**config.mk**
```make
export PLATFORM = sky130hd
export DESIGN_NAME = multicycle_control
export DESIGN_NICKNAME = d
export VERILOG_FILES = /design/src/rtl/mc_ctrl_pkg.sv /design/src/rtl/mem_wait_timer.sv /design/src/rtl/multicycle_control.sv
export SDC_FILE = /design/constraint.sdc
export NUM_CORES = 1
export LEC_CHECK = 0
export CAP_MARGIN = 15
export CELL_PAD_IN_SITES_DETAIL_PLACEMENT = 1
export CELL_PAD_IN_SITES_GLOBAL_PLACEMENT = 1
export CORE_AREA = 4 4 101 79
export DETAILED_ROUTE_END_ITERATION = 10
export DIE_AREA = 0 0 105 83
export PLACE_DENSITY = 0.83
export SYNTH_ARGS = -nofsm -noshare
export SYNTH_HDL_FRONTEND = slang
export SYNTH_SLANG_ARGS = --single-unit
```
**constraint.sdc**
```tcl
create_clock -name clk -period 1.95 [get_ports clk]
set_input_delay 0.195 -clock clk [delete_from_list [all_inputs] [get_ports clk]]
set_output_delay 0.195 -clock clk [all_outputs]
set_load 0.005 [all_outputs]
```
**src/rtl/mc_ctrl_pkg.sv**
```systemverilog
// Shared encodings for the multicycle control unit.
// Opcodes, state codes and datapath select codes.
package mc_ctrl_pkg;

  typedef enum logic [3:0] {
    S_INIT = 4'd0,
    S_IF   = 4'd1,
    S_ID   = 4'd2,
    S_MA   = 4'd3,
    S_MRD  = 4'd4,
    S_MWR  = 4'd5,
    S_WBL  = 4'd6,
    S_EXR  = 4'd7,
    S_WBR  = 4'd8,
    S_EXI  = 4'd9,
    S_WBI  = 4'd10,
    S_BR   = 4'd11,
    S_JMP  = 4'd12
  } state_e;

  localparam logic [5:0] OP_SPECIAL = 6'b000000;
  localparam logic [5:0] OP_J       = 6'b000010;
  localparam logic [5:0] OP_BEQ     = 6'b000100;
  localparam logic [5:0] OP_BNE     = 6'b000101;
  localparam logic [5:0] OP_ADDIU   = 6'b001001;
  localparam logic [5:0] OP_LW      = 6'b100011;
  localparam logic [5:0] OP_SW      = 6'b101011;

  localparam logic [1:0] ALU_ADD   = 2'b00;
  localparam logic [1:0] ALU_SUB   = 2'b01;
  localparam logic [1:0] ALU_FUNCT = 2'b10;
  localparam logic [1:0] ALU_ADDIU = 2'b11;

  localparam logic [1:0] SRCB_RT   = 2'b00;
  localparam logic [1:0] SRCB_FOUR = 2'b01;
  localparam logic [1:0] SRCB_IMM  = 2'b10;
  localparam logic [1:0] SRCB_SL2  = 2'b11;

  localparam logic [1:0] PCSRC_ALU = 2'b00;
  localparam logic [1:0] PCSRC_OUT = 2'b01;
  localparam logic [1:0] PCSRC_JMP = 2'b10;

  // States that wait on a memory access.
  function automatic logic is_mem_state(
    input state_e s
  );
    return (s == S_IF) || (s == S_MRD) ||
           (s == S_MWR);
  endfunction

endpackage

```
**src/rtl/mem_wait_timer.sv**
```systemverilog
// Memory completion generator.
// Handshake mode uses Mem_Ready; fixed mode counts cycles.
module mem_wait_timer #(
  parameter int MEM_MODE = 0,
  parameter int MEM_LAT  = 2
) (
  input  logic clk,
  input  logic resetn,
  input  logic active_i,
  input  logic leave_i,
  input  logic mem_ready_i,
  output logic done_o
);

  localparam logic [3:0] LAST = 4'(MEM_LAT - 1);

  logic [3:0] cnt_q;
  logic [3:0] cnt_d;
  logic       hit;

  // Cycle counter restarts whenever the state is left.
  always_comb begin
    cnt_d = cnt_q;
    if (!active_i || leave_i) begin
      cnt_d = '0;
    end else if (MEM_MODE != 0) begin
      cnt_d = cnt_q + 4'd1;
    end
  end

  // Wait counter register.
  always_ff @(posedge clk or negedge resetn) begin
    if (!resetn) begin
      cnt_q <= '0;
    end else begin
      cnt_q <= cnt_d;
    end
  end

  assign hit    = (cnt_q == LAST);
  assign done_o = active_i &
                  ((MEM_MODE == 0) ? mem_ready_i : hit);

endmodule

```
**src/rtl/multicycle_control.sv**
```systemverilog
// Multicycle MIPS-subset control FSM.
// Moore-style strobes plus retired-instruction counter.
module multicycle_control
  import mc_ctrl_pkg::*;
#(
  parameter int MEM_MODE = 0,
  parameter int MEM_LAT  = 2,
  parameter int CNT_W    = 32
) (
  input  logic             clk,
  input  logic             resetn,
  input  logic [5:0]       Op,
  input  logic             Zero,
  input  logic             Mem_Ready,
  output logic             PCWrite,
  output logic             IorD,
  output logic             MemRead,
  output logic             MemWrite,
  output logic             IRWrite,
  output logic             MemtoReg,
  output logic             RegDst,
  output logic             RegWrite,
  output logic             ALUSrcA,
  output logic [1:0]       ALUSrcB,
  output logic [1:0]       ALUOp,
  output logic [1:0]       PCSource,
  output logic             Illegal,
  output logic [3:0]       State,
  output logic [CNT_W-1:0] InstRet
);

  state_e           state_q;
  state_e           state_d;
  logic [CNT_W-1:0] ret_q;
  logic [CNT_W-1:0] ret_d;
  logic             mem_done;
  logic             leave;
  logic             retire;

  assign leave = (state_d != state_q);

  mem_wait_timer #(
    .MEM_MODE (MEM_MODE),
    .MEM_LAT  (MEM_LAT)
  ) u_timer (
    .clk         (clk),
    .resetn      (resetn),
    .active_i    (is_mem_state(state_q)),
    .leave_i     (leave),
    .mem_ready_i (Mem_Ready),
    .done_o      (mem_done)
  );

  // Next state and per-state control strobes.
  always_comb begin
    state_d  = state_q;
    PCWrite  = 1'b0;
    IorD     = 1'b0;
    MemRead  = 1'b0;
    MemWrite = 1'b0;
    IRWrite  = 1'b0;
    MemtoReg = 1'b0;
    RegDst   = 1'b0;
    RegWrite = 1'b0;
    ALUSrcA  = 1'b0;
    ALUSrcB  = SRCB_RT;
    ALUOp    = ALU_ADD;
    PCSource = PCSRC_ALU;
    Illegal  = 1'b0;
    unique case (state_q)
      S_INIT: state_d = S_IF;
      S_IF: begin
        MemRead = 1'b1;
        ALUSrcB = SRCB_FOUR;
        if (mem_done) begin
          IRWrite = 1'b1;
          PCWrite = 1'b1;
          state_d = S_ID;
        end
      end
      S_ID: begin
        ALUSrcB = SRCB_SL2;
        case (Op)
          OP_LW, OP_SW:   state_d = S_MA;
          OP_SPECIAL:     state_d = S_EXR;
          OP_ADDIU:       state_d = S_EXI;
          OP_BEQ, OP_BNE: state_d = S_BR;
          OP_J:           state_d = S_JMP;
          default: begin
            Illegal = 1'b1;
            state_d = S_IF;
          end
        endcase
      end
      S_MA: begin
        ALUSrcA = 1'b1;
        ALUSrcB = SRCB_IMM;
        state_d = (Op == OP_SW) ? S_MWR : S_MRD;
      end
      S_MRD: begin
        MemRead = 1'b1;
        IorD    = 1'b1;
        if (mem_done) state_d = S_WBL;
      end
      S_MWR: begin
        MemWrite = 1'b1;
        IorD     = 1'b1;
        if (mem_done) state_d = S_IF;
      end
      S_WBL: begin
        RegWrite = 1'b1;
        MemtoReg = 1'b1;
        state_d  = S_IF;
      end
      S_EXR: begin
        ALUSrcA = 1'b1;
        ALUOp   = ALU_FUNCT;
        state_d = S_WBR;
      end
      S_WBR: begin
        RegWrite = 1'b1;
        RegDst   = 1'b1;
        state_d  = S_IF;
      end
      S_EXI: begin
        ALUSrcA = 1'b1;
        ALUSrcB = SRCB_IMM;
        ALUOp   = ALU_ADDIU;
        state_d = S_WBI;
      end
      S_WBI: begin
        RegWrite = 1'b1;
        state_d  = S_IF;
      end
      S_BR: begin
        ALUSrcA  = 1'b1;
        ALUOp    = ALU_SUB;
        PCSource = PCSRC_OUT;
        PCWrite  = (Op == OP_BNE) ? ~Zero : Zero;
        state_d  = S_IF;
      end
      S_JMP: begin
        PCWrite  = 1'b1;
        PCSource = PCSRC_JMP;
        state_d  = S_IF;
      end
      default: state_d = S_INIT;
    endcase
  end

  // An instruction retires when its last state hands back to fetch.
  always_comb begin
    retire = 1'b0;
    if (state_d == S_IF) begin
      retire = (state_q == S_WBL) || (state_q == S_MWR) ||
               (state_q == S_WBR) || (state_q == S_WBI) ||
               (state_q == S_BR)  || (state_q == S_JMP);
    end
    ret_d = retire ? ret_q + CNT_W'(1) : ret_q;
  end

  // State and retire counter registers.
  always_ff @(posedge clk or negedge resetn) begin
    if (!resetn) begin
      state_q <= S_INIT;
      ret_q   <= '0;
    end else begin
      state_q <= state_d;
      ret_q   <= ret_d;
    end
  end

  assign State   = state_q;
  assign InstRet = ret_q;

endmodule
```
# == Yosys cells after proc, flatten, opt, wreduce, memory -nomap -nowiden ==
# Index checks and enable logic that the tools add are counted.
# word_totals
ramBits,0
inputBits,10
latchBits,0
mem_count,0
register_bits,36
mem_bits_ro,0
word_cells,65
# op_classes
eq_ne,19
n_mux,23
bitwise_logic,2
n_reduce_logical,18
add_sub_neg,1
magnitude_cmp,0
n_mul,0
div,0
n_shift,0
# ops
operator,count
"adder 32 x 1 -> 32 bit, second input constant",1
one-hot mux 4 bit (8 select lines),1
"== test 4 bit, second input constant",5
one-hot mux 4 bit (5 select lines),1
"== test 4 x 3 -> 1 bit, second input constant",4
2-to-1 mux 1 bit,14
"== test 6 x 3 -> 1 bit, second input constant",2
"== test 6 bit, second input constant",2
2-to-1 mux 4 bit,3
one-hot mux 2 bit (3 select lines),2
OR reduction 2 bit,5
"== test 4 x 1 -> 1 bit, second input constant",2
"== test 4 x 2 -> 1 bit, second input constant",2
logical OR 1 bit,7
OR reduction 7 bit,1
"== test 6 x 2 -> 1 bit, second input constant",1
"== test 6 x 4 -> 1 bit, second input constant",1
logical NOT 6 bit,1
OR reduction 6 bit,1
logical NOT 4 bit,1
one-hot mux 2 bit (2 select lines),1
OR reduction 4 bit,1
one-hot mux 1 bit (3 select lines),1
OR reduction 3 bit,1
2 further kinds,2

# == Longest topological paths before layout ==
# depth
word_depth,8
depth_mapped,7
mapped_depth_nobuf,6

# == Hierarchy ==
# Synthesis repeated with hierarchy kept, for this count alone.
# unflattened
hier_cells,228
hier_area_um2,2183.3
# modules_own_cells
mod,area_each_um2,n_inst,cells_per_inst,seq_area_each_um2
multicycle_control,2177.1,1,227,900.9
mem_wait_timer,6.3,1,1,0.0

# == Least setup slack after synthesis ==
# Ideal clock, no wire load.
# synth_timing
path_type,register to register
startpoint,register state_q[3] (netlist: State[3])
endpoint,register ret_q[17] (netlist: InstRet[17])
required_ps,1824
period_less_slack_ps,1893
setup_time_ps,126
arrival_ps,1767
setup_slack_ps,57
stages_incl_launch_ff,7
path_cell_list,dfrtp_1 -> buf_6 -> and4bb_2 -> a2111oi_4 -> nand3b_4 -> or4b_4 -> xnor2_2
# synth_via
elab_chain_cells,8
word_cells_on_any_way,28
cone_classes,13 x eq/ne; 5 x mux; 1 x bitwise; 9 x reduce/logical
# synth_rtl
element,line_no,source
from (decl),multicycle_control.sv:32,state_e state_q;
from (signal assigned),multicycle_control.sv:168,state_q <= state_d;
== test 4 x 1 -> 1 bit or == test 4 x 3 -> 1 bit (tied branches),"mc_ctrl_pkg.sv:47, multicycle_control.sv:70",
logical OR 1 bit (2 in series),mc_ctrl_pkg.sv:47,return (s == S_IF) || (s == S_MRD) ||
bitwise AND 1 bit,mem_wait_timer.sv:41,assign done_o = active_i &
2-to-1 mux 4 bit (on tied branches),"multicycle_control.sv:108, multicycle_control.sv:75, multicycle_control.sv:103",
one-hot mux 4 bit (8 select lines),multicycle_control.sv:70,unique case (state_q)
== test 4 x 1 -> 1 bit,multicycle_control.sv:154,if (state_d == S_IF) begin
2-to-1 mux 1 bit (*),multicycle_control.sv:154,
to (signal assigned),multicycle_control.sv:169,ret_q <= ret_d;
to (decl),multicycle_control.sv:34,logic [CNT_W-1:0] ret_q;
# Every way passes the cells marked *; elsewhere a longest branch is shown, timed or not.
# A chain may end at the register's enable or synchronous reset.

# == Final worst setup path ==
# Ends and elaborated chain as after synthesis.

==> flow_metrics.tcl <==
set metrics [dict create \
    viasPerCell 5.20 \
    die_y_um 83 \
    drtAntennaViolNets 0 \
    cts_max_path_buffers 2 \
    gp_congestion 0.783 \
    first_pass_iters 4 \
    vias 2225 \
    die_w_um 105 \
    r2r_slack_ns -0.07 \
    layout.cells.most_common_list "clkdlybuf4s50_1 (44), buf_4 (43), dfrtp_1 (33)" \
    port_buffers 61 \
    wl_um 7730 \
    powerDensity_nw_per_um2 975 \
    synthDistinctLibCells 43 \
    die_area_um2 8720 \
    synth_edf_count 0 \
    antenna_cells 0 \
    rows 27 \
    fin_skew_ns 0.00436 \
    synth-seq-area-share_pct 40.0 \
    ys_warn_count 0 \
    track_usage_pct 17.2 \
    core_area_um2 7090 \
    final_nets 352 \
    drt_iter0_markers 110 \
    io_pins 62 \
    synth-main-ff-cell "dfrtp_1" \
    worst_slack_ns -0.0701 \
    hold_class "in -> async" \
    grt_pass1_vias 2386 \
    end_kind "flop" \
    r2r_start "State[3]" \
    synth_cells 235 \
    wl_per_cell_um 18.1 \
    cap_violations 0 \
    hold_viol 0 \
    finalCritPeriodShare_pct 104 \
    tightest_slew_ns 0.848 \
    start_kind "flop" \
    max_freq_ghz 0.495 \
    cts_made_buffers 5 \
    fin_crit_ns 2.02 \
    grt_pass1_wl_um 12300 \
    place_area_um2 3190 \
    rsz0062_at_grt "true" \
    drcViolationCount 0 \
    async_flop_share_pct 100 \
    ys_ff_latch 36 \
    ir_drop_mv 0.397 \
    cts.sinks 36 \
    stdcell_area_um2 3460 \
    layout_commonest_cell "clkdlybuf4s50_1" \
    drv_slew 0 \
    h-tree-depth 2 \
    syn_nets 246 \
    power_mw 3.37 \
    finalSetupViolCount 14 \
    worstPathRequired_ns 2.11 \
    r2r_cells 6 \
    reg2reg_to "InstRet[17]" \
    timing_worst_setup_path_type "reg -> reg" \
    syn-cell-area_um2 2250 \
    p_leak_nw 1.66 \
    path_max_fanout 7 \
    grt_max_degree 37 \
    clk_pin_slew_ns 0.07 \
    cts_tree "built" \
    antenna_found_initial 0 \
    clock_latency_ns 0.28 \
    outcome "finished with violations" \
    root_buffer "clkbuf_8" \
    start_util_pct 31.7 \
    violations "setup timing" \
    worstPathArrival_ns 2.19 \
    dp_hpwl_um 5330 \
    drive_gt1_share_pct 27.6 \
    syn_area_per_cell_um2 9.57 \
    overflow 0 \
    area_growth_pct 53.7 \
    relSlewSlack_pct 43.4 \
]
-- flip-flops by register name, indices dropped and copies added, names as in the netlist --
name	cells
InstRet	32
State	4
-- metal layers --
layer	GRT usage (%)	vias to the layer above	part of all wire [%]	wire (µm)
met5	0	-	0	0
met4	3.93	0	0.88	68
met3	2.87	6	3.5	268
met2	30.5	45	52	3990
met1	21.9	1116	44	3410
li1	-	1058	-	-
-- critical path, cell delays in order (launching register included) --
cell and delay [ns]:
dfrtp_1 0.45, buf_6 0.15, and4bb_2 0.33, a2111oi_4 0.08, nand3b_4 0.23, or4b_4 0.52
xnor2_2 0.14
-- how the worst max path moves through the flow --
stage	startpoint	to	slack [ns]	cells after the start
after floorplan	State[3]	InstRet[17]	0.06	6
after global placement	Op[0]	Illegal	-0.1	6
after detailed placement	Op[5]	PCWrite	-0.17	6
after CTS	State[1]	PCSource[1]	-0.02	4
after global routing	State[1]	InstRet[25]	-0.11	7
final	State[3]	InstRet[17]	-0.07	6
-- area by class of cell --
class                      count  area, µm²
tap                           87        109
fill                         808       3640
clock buffer                   7       96.3
timing repair buffer         112       1010
multi-input combinational    178       1310
inverter                       8       30.0
sequential                    36        905
-- Yosys cell counts (6+ instances only) --
cell      n  area [µm²]
dfrtp_1  36         901
xor2_1   24         210
nor3_1   19        95.1
nor4_1   16         100
nand2_1  15        56.3
nor2_1   13        48.8
nand3_1  11        55.1
nand4_1   9        56.3
xnor2_1   9        78.8
inv_1     8        30.0
a21oi_1   7        35.0
buf_2     6        30.0
nor2b_1   6        37.5
-- metrics by stage --
stage,utilization [%],cells,TNS (ns),worst slack (ns),hold slack [ns]
after CTS,48.1,427,-0.0347,-0.0200,0.0313
final,48.7,428,-0.396,-0.0701,0.0157
after detailed placement,45.0,408,-3.98,-0.172,0.331
after floorplan,-,235,0,0.0570,-0.101
after global placement,45.0,408,-1.53,-0.0956,0.341
after global routing,48.7,428,-1.60,-0.110,0.0743
-- kinds of logic (layout without fill, tap and decap cells) --
kind of cell | after synthesis | count (layout) | synth area share, %
muxes | 1 | 1 | 0.501
xor gates and xnor gates | 34 | 34 | 13.6
and+or+nand+nor | 124 | 124 | 34.4
adders and majority gates | 1 | 1 | 0.556
buffers and inverters | 21 | 127 | 4.84
AOI/OAI and AO/OA | 18 | 18 | 6.06
DFF | 36 | 36 | 40.0
-- what timing repair did --
item / 4_1_cts / 5_1_grt
endpoints found under the setup margin: 13 / 37
buffers inserted: 12 / 1
hold buffers: 0 / 0
pin swaps: 8 / 4
resized for setup: 31 / 15
-- where the power goes --
group          internal [mW]  switching [mW]
logic                  0.944           0.907
clock network          0.315           0.259
registers              0.833           0.113
total                   2.09            1.28
Power figures use the tool's default switching activity.
